### src/rtl/miner_nonce_sequencer.sv
// rtl/miner_nonce_sequencer.sv - walks the hash core across a nonce range, stopping on hit/exhaust/timeout/abort
module miner_nonce_sequencer #(
    parameter int NONCE_W = 32,
    parameter int TIMEOUT = 1024,
    parameter int TO_W    = 16
) (
    input  logic               clk,
    input  logic               reset_n,
    input  logic               cfg_start,
    input  logic               cfg_abort,
    input  logic [NONCE_W-1:0] cfg_nonce_first,
    input  logic [NONCE_W-1:0] cfg_nonce_last,
    output logic               core_start,
    output logic [NONCE_W-1:0] core_nonce,
    input  logic               core_done,
    input  logic               core_hit,
    output logic               bsy,
    output logic               done_pulse,
    output logic               found,
    output logic [NONCE_W-1:0] found_nonce,
    output logic               exhausted,
    output logic               timeout_err,
    output logic               aborted,
    output logic [NONCE_W:0]   nonce_count
);

    typedef enum logic [1:0] {ST_IDLE, ST_ISSUE, ST_WAIT, ST_DONE} state_t;

    localparam logic [TO_W-1:0] WD_LAST = TO_W'(TIMEOUT - 1);
    localparam bit              WD_EN   = (TIMEOUT != 0);

    state_t               state_q, state_d;
    logic [NONCE_W-1:0]   last_q, last_d;
    logic [NONCE_W-1:0]   cur_q, cur_d;
    logic [TO_W-1:0]      wd_q, wd_d;
    logic                 core_start_q, core_start_d;
    logic [NONCE_W-1:0]   core_nonce_q, core_nonce_d;
    logic                 bsy_q, bsy_d;
    logic                 done_pulse_q, done_pulse_d;
    logic                 found_q, found_d;
    logic [NONCE_W-1:0]   found_nonce_q, found_nonce_d;
    logic                 exhausted_q, exhausted_d;
    logic                 timeout_q, timeout_d;
    logic                 aborted_q, aborted_d;
    logic [NONCE_W:0]     count_q, count_d;
    logic                 wd_expire;

    // The watchdog is cleared while the nonce is issued and counts every cycle after.
    assign wd_expire = WD_EN && (wd_q == WD_LAST);

    always_comb begin
        state_d       = state_q;
        last_d        = last_q;
        cur_d         = cur_q;
        wd_d          = wd_q;
        core_nonce_d  = core_nonce_q;
        found_d       = found_q;
        found_nonce_d = found_nonce_q;
        exhausted_d   = exhausted_q;
        timeout_d     = timeout_q;
        aborted_d     = aborted_q;
        count_d       = count_q;

        case (state_q)
            ST_IDLE: begin
                if (cfg_start) begin
                    last_d      = cfg_nonce_last;
                    cur_d       = cfg_nonce_first;
                    found_d     = 1'b0;
                    exhausted_d = 1'b0;
                    timeout_d   = 1'b0;
                    aborted_d   = 1'b0;
                    count_d     = '0;
                    state_d     = ST_ISSUE;
                end
            end
            ST_ISSUE: begin
                wd_d = wd_q + TO_W'(1);
                if (cfg_abort) begin
                    aborted_d = 1'b1;
                    state_d   = ST_DONE;
                end else begin
                    state_d = ST_WAIT;
                end
            end
            ST_WAIT: begin
                wd_d = wd_q + TO_W'(1);
                if (cfg_abort) begin
                    aborted_d = 1'b1;
                    state_d   = ST_DONE;
                end else if (core_done) begin
                    count_d = count_q + (NONCE_W+1)'(1);
                    if (core_hit) begin
                        found_d       = 1'b1;
                        found_nonce_d = cur_q;
                        state_d       = ST_DONE;
                    end else if (cur_q == last_q) begin
                        exhausted_d = 1'b1;
                        state_d     = ST_DONE;
                    end else begin
                        cur_d   = cur_q + NONCE_W'(1);
                        state_d = ST_ISSUE;
                    end
                end else if (wd_expire) begin
                    timeout_d = 1'b1;
                    state_d   = ST_DONE;
                end
            end
            ST_DONE: begin
                if (cfg_abort) aborted_d = 1'b1;
                state_d = ST_IDLE;
            end
            default: state_d = ST_IDLE;
        endcase

        if (state_d == ST_ISSUE) begin
            wd_d         = '0;
            core_nonce_d = cur_d;
        end
        core_start_d = (state_d == ST_ISSUE);
        done_pulse_d = (state_d == ST_DONE);
        bsy_d        = (state_d != ST_IDLE);
    end

    always_ff @(posedge clk or negedge reset_n) begin
        if (!reset_n) begin
            state_q       <= ST_IDLE;
            last_q        <= '0;
            cur_q         <= '0;
            wd_q          <= '0;
            core_start_q  <= 1'b0;
            core_nonce_q  <= '0;
            bsy_q         <= 1'b0;
            done_pulse_q  <= 1'b0;
            found_q       <= 1'b0;
            found_nonce_q <= '0;
            exhausted_q   <= 1'b0;
            timeout_q     <= 1'b0;
            aborted_q     <= 1'b0;
            count_q       <= '0;
        end else begin
            state_q       <= state_d;
            last_q        <= last_d;
            cur_q         <= cur_d;
            wd_q          <= wd_d;
            core_start_q  <= core_start_d;
            core_nonce_q  <= core_nonce_d;
            bsy_q         <= bsy_d;
            done_pulse_q  <= done_pulse_d;
            found_q       <= found_d;
            found_nonce_q <= found_nonce_d;
            exhausted_q   <= exhausted_d;
            timeout_q     <= timeout_d;
            aborted_q     <= aborted_d;
            count_q       <= count_d;
        end
    end

    assign core_start  = core_start_q;
    assign core_nonce  = core_nonce_q;
    assign bsy         = bsy_q;
    assign done_pulse  = done_pulse_q;
    assign found       = found_q;
    assign found_nonce = found_nonce_q;
    assign exhausted   = exhausted_q;
    assign timeout_err = timeout_q;
    assign aborted     = aborted_q;
    assign nonce_count = count_q;

endmodule

### config.mk
export PLATFORM = sky130hd
export DESIGN_NAME = miner_nonce_sequencer
export DESIGN_NICKNAME = d
export VERILOG_FILES = /design/src/rtl/miner_nonce_sequencer.sv
export SDC_FILE = /design/constraint.sdc
export NUM_CORES = 1
export LEC_CHECK = 0
export CAP_MARGIN = 20
export CORE_UTILIZATION = 53
export CTS_CLUSTER_SIZE = 40
export DETAILED_ROUTE_END_ITERATION = 16
export GPL_TIMING_DRIVEN = 0
export PLACE_DENSITY = 0.83
export SLEW_MARGIN = 20
export SYNTH_ARGS = -nofsm -noshare
export SYNTH_HDL_FRONTEND = slang
export SYNTH_SLANG_ARGS = --single-unit
### constraint.sdc
create_clock -name clk -period 3.1 [get_ports clk]
set_input_delay 0.62 -clock clk [delete_from_list [all_inputs] [get_ports clk]]
set_output_delay 0.62 -clock clk [all_outputs]
set_load 0.01 [all_outputs]
# Word level (Yosys, flattened, before mapping)

Cells that the tools add are included.

Bits in registers: 186
Bits in latches: 0
Memory bits (writable): 0
ROM bits: 0
Word-level logic and storage cells: 83
Memories kept: 0

$add $sub $neg: 3
$mul: 0
Divide/modulo/power cells: 0
Order comparisons: 0
Equality and inequality tests: 16
Shift operators: 0
Mux-type cells: 36
Bitwise logic cells: 1
Reductions and logical operators: 13

Operators with widths:

| operator                                               | count |
|---|---|
| two-way mux 32 bit                                     | 5 |
| two-way mux 33 bit                                     | 3 |
| case mux 33 bit (2 select lines)                       | 1 |
| case mux 32 bit (2 select lines)                       | 1 |
| adder 33 x 1 -> 33 bit (second input constant)         | 1 |
| adder 32 x 1 -> 32 bit (second input constant)         | 1 |
| equality test 32 bit                                   | 1 |
| two-way mux 16 bit                                     | 2 |
| adder 16 x 1 -> 16 bit (second input constant)         | 1 |
| equality test 16 x 10 -> 1 bit (second input constant) | 1 |
| inequality test 2 bit (second input constant)          | 8 |
| two-way mux 1 bit                                      | 13 |
| two-way mux 2 bit                                      | 6 |
| AND reduction 5 bit                                    | 2 |
| case mux 1 bit (2 select lines)                        | 4 |
| case mux 2 bit (4 select lines)                        | 1 |
| AND reduction 4 bit                                    | 2 |
| equality test 2 bit (second input constant)            | 3 |
| AND reduction 6 bit                                    | 1 |
| nonzero test 2 bit                                     | 3 |
| equality test 2 x 1 -> 1 bit (second input constant)   | 2 |
| AND reduction 2 bit                                    | 2 |
| OR reduction 3 bit                                     | 1 |
| logical NOT 2 bit                                      | 1 |
| other kinds (3)                                        | 3 |

# Logic depth before layout (Yosys ltp)

Gate-level depths: netlist of the first run.

Depth after elaboration: 8
Mapped depth: 12
Mapped depth without buffers: 9

# Worst setup path after synthesis of the first run

OpenSTA, ideal clock, no wires.

Kind: input-to-reg
From: input cfg_abort
To: register count_q[30], in the netlist nonce_count[30]
Setup time: 0.132 ns
Arrival time: 2.300 ns
Slack: 0.668 ns
Stages on the path: 8
Path buffers: 1
Cell sequence: buf_2 -> nor2b_1 -> o2111ai_1 -> nor4_1 -> and2_1 -> and2b_1 -> xnor2_1 -> nor2_1

Cells in the longest elaborated chain, start to end: 2

Ends and longest elaborated chain:

| element                         | line | RTL |
|---|---|---|
| start, declared                 | 10   | `input logic cfg_abort,` |
| inequality test 2 bit (no line) | n/a  |  |
| AND reduction 4 bit (no line)   | n/a  |  |
| end signal, assigned            | 155  | `count_q <= count_d;` |
| end, declared                   | 45   | `logic [NONCE_W:0] count_q, count_d;` |

Every way passes these cells.
A chain may end at the register's enable or synchronous reset.

# Final worst setup path of the first run

From: input core_done
To: register count_q[32], in the netlist nonce_count[32]

Cells in the longest elaborated chain, start to end: 2

Ends and longest elaborated chain:

| element                         | line | RTL |
|---|---|---|
| start, declared                 | 15   | `input logic core_done,` |
| inequality test 2 bit (no line) | n/a  |  |
| AND reduction 4 bit (no line)   | n/a  |  |

Every way passes these cells.

==> results.md, run 1 <==
- Post-synthesis register bit count: approximately 190
- Critical path peak fanout: 6
- DR iter-0 viols: 687
- Slew @ Worst Pin: approximately 740 ps
- Clk pwr share: 0.187
- Worst skew pair latency: 430 ps
- H-Tree Depth: 4
- Die W: roughly 130 µm
- Hold/Removal Path Class: primary input to asynchronous set/reset pin
- Clock slew at reported path FFs: 70 ps
- Post-Route WL: 26.5 mm
- Syn Inst Count: 900
- Setup Viol. Count Final: 0
- CTS sink count: about 190
- Fillers: ~1300
- Standard-cell row count: 47
- Synth Warn #: 0
- Synth unique cells: 69
- Vias per std cell: 5.95
- PostCTS Resize Cnt: 0
- Seq/Total Area, Yosys: 0.504
- Syn_area_per_cell: about 10 µm²
- Placed cell count: 1293
- CTS Buffer Depth: 2
- IO Pins: approximately 170
- ANT cells: 0
- CTS buffer count: 17
- Critical Path Source Type: primary input
- Worst VDD drop: roughly 0.63 mV
- 1st-pass router iterations: 6
- Vias in the first global route: slightly below 8000
- Overall routing resource usage: 0.306
- Largest net degree at the start of global routing: slightly below 100
- Internal power: about 0.007 W
- Routed Antenna Nets: 0
- RSZ-0062 raised after global routing: true
- Cell area power density: 976 nW/µm²
- Layout cells sized above 1: 0.127
- Gr ovfl total: 0
- DIE HEIGHT: about 130 µm
- DP HPWL: roughly 19 mm
- Mapped Area: between 9000 and 10000 µm²
- R2R setup slack: ~140 ps
- Worst setup path class: primary input to flip-flop
- Hold slack: around 170 ps
- Final period util: 0.970
- Dominant synthesized flop cell: dfrtp_1
- Hold buffers post-CTS: 0
- Sequential power share: 0.358
- Slew Limit Fails: 0
- CP required: between 3000 and 4000 ps
- Total power: between 0.01 and 0.015 W
- Kind of capture point of the worst setup path: flip-flop
- Final core occ: 0.705
- Post-layout nets: about 1200
- Lkg Pwr: 5.11 nW
- I/O Buffers: ~170
- EDFF count, synth: 0
- Worst Clk Skew: about 11 ps
- Root buffer cell: clkbuf_16
- Antenna violations before repair: 0
- Asr flop ratio synth: 1.00
- Initial cell density of the core: 0.550
- Layout area overhead: 28.2%
- Logic pwr share: 0.455
- Final Wtd Congestion: 0.950
- Max cap viols: 0
- Worst EP arrival: around 3300 ps
- Finished Layout Cells: about 1300
- P_sw: between 0.004 and 0.005 W
- Syn_nets: just under 1000
- Final Hold Fails: 0
- Switch share: 0.394
- Slew headroom: 0.496
- Post-CTS setup buffers: 0
- Die area: 18000 µm²
- Vias: slightly below 8000
- Fmax: 332 MHz
- Core Box Area: between 15000 and 20000 µm²
- CTS tree: yes
- Per-cell routed wire length: 20.0 µm
- First-pass GRT wire length: around 42 mm
- Outcome: finished, final reports clean
- Min cycle time layout: approximately 3000 ps
- DRC Markers: 0
-- sequential cells by signal, indices dropped and copies added, names as in the netlist --
signal / count
found: 1
last_q: 32
core_nonce: 32
done_pulse: 1
timeout_err: 1
wd_q: 16
bsy: 1
found_nonce: 32
exhausted: 1
aborted: 1
state_q: 2
cur_q: 32
core_start: 1
nonce_count: 33
-- cells by family (layout without fill, tap and decap cells) --
logic type,count (synthesis),in the layout,share of synthesized area
AO/OA/AOI/OAI,117,117,0.0893
XOR/XNOR,89,89,0.0876
adder cells (fa/ha/maj),6,6,0.00812
buffers and inverters,71,275,0.0375
flip-flops,186,186,0.504
multiplexers,62,62,0.0749
AND/OR/NAND/NOR,369,369,0.199
-- layout by cell type, fill, tap and decap left out, drive strengths merged, types with 30 or more instances in the layout --
cell and count:
nand3 30, dfrtp 186, o21ai 31, clkdlybuf4s50 171
nor2 68, mux2 57, xor2 35, nand2 165
buf 32, clkbuf 41, xnor2 54, nand4 34
-- power by group through the flow --
stage          Sequential, W  Combinational [W]  Clock, W
5_1_grt              0.00422            0.00564   0.00227
2_1_floorplan        0.00411            0.00299         0
3_5_place_dp         0.00414            0.00514         0
3_3_place_gp         0.00412            0.00500         0
4_1_cts              0.00412            0.00521   0.00217
6_report             0.00414            0.00527   0.00216
-- routing by layer --
metal  vias up  global-route usage  wire length, µm
met5         -                   0                0
met4         0               0.132              923
met3        72              0.0673             2450
met2       454               0.475            12200
met1      3815               0.416            11000
li1       3531                   -                -
-- path summary, 6_finish.rpt --
kind                                start              end  depth (start not counted)
max in group asynchronous         reset_n          wd_q[7]                          2
setup / recovery                core_done  nonce_count[32]                          8
min in group clk           found_nonce[2]   found_nonce[2]                          2
hold reg to reg            found_nonce[2]   found_nonce[2]                          2
setup reg to reg               state_q[0]   core_nonce[26]                          8
hold / removal                    reset_n        last_q[2]                          1
-- metrics by stage --
step | area, µm² | TNS (ps) | setup WS (ps)
2_1_floorplan | 9240 | 0 | 668
3_3_place_gp | 11200 | -1142860 | -6140
3_5_place_dp | 11300 | -4750 | -230
4_1_cts | 11800 | 0 | 126
5_1_grt | 11800 | -250 | -87.9
6_report | 11800 | 0 | 92.3
-- worst max-delay path, cell delays in order --
cell,delay (ps)
clkdlybuf4s50_1,560
nor2b_1,460
o2111ai_1,310
nor4_1,690
and2_1,310
nand3_1,110
xor2_1,180
nor2_1,60
-- area by class of cell --
class,count,area (µm²),share of cell area
clock inverters,13,143,0.0120
plain buffers,53,280,0.0237
repair buffers,173,1750,0.148
inverters,18,67.6,0.00570
multi-input cells,643,4250,0.358
clock buffers,18,429,0.0362
well taps,220,275,0.0232
flip-flops and latches,186,4650,0.393
-- cells in the mapped netlist (3+ instances only) --
cell type | number | area, µm²
and2_1 | 10 | 62.6
nor4_1 | 7 | 43.8
o21ai_0 | 25 | 125
buf_6 | 5 | 56.3
ha_1 | 6 | 75.1
or4_1 | 3 | 22.5
nand2_1 | 164 | 616
nor2b_1 | 3 | 18.8
o311ai_0 | 9 | 78.8
a211oi_1 | 8 | 60.1
buf_4 | 7 | 52.6
nor4_4 | 3 | 63.8
nand4_1 | 32 | 200
nor3_1 | 6 | 30.0
inv_1 | 18 | 67.6
clkbuf_1 | 23 | 86.3
xor2_1 | 35 | 307
mux2_2 | 55 | 619
nor4_2 | 3 | 37.5
and3_1 | 13 | 81.3
nor2_1 | 68 | 255
a2111oi_0 | 3 | 26.3
o21ai_1 | 5 | 25.0
a31oi_1 | 4 | 25.0
mux2i_1 | 5 | 50.1
a22oi_1 | 23 | 173
dfrtp_1 | 186 | 4650
and4_1 | 4 | 35.0
xnor2_2 | 4 | 65.1
buf_1 | 5 | 18.8
xnor2_1 | 50 | 438
o211ai_1 | 6 | 45.0
buf_2 | 13 | 65.1
or3_1 | 4 | 25.0
a21oi_1 | 14 | 70.1
nand3_1 | 29 | 145
No activity file was read; power rests on OpenSTA's default activity.
==> run 2: changes to the inputs <==
--- a/config.mk
+++ b/config.mk
@@ -15,3 +15,4 @@
 export SYNTH_ARGS = -nofsm -noshare
 export SYNTH_HDL_FRONTEND = slang
 export SYNTH_SLANG_ARGS = --single-unit
+export TNS_END_PERCENT = 1
==> results of run 2 <==
No change in the layout: final DEF, timing and power equal those of run 1.
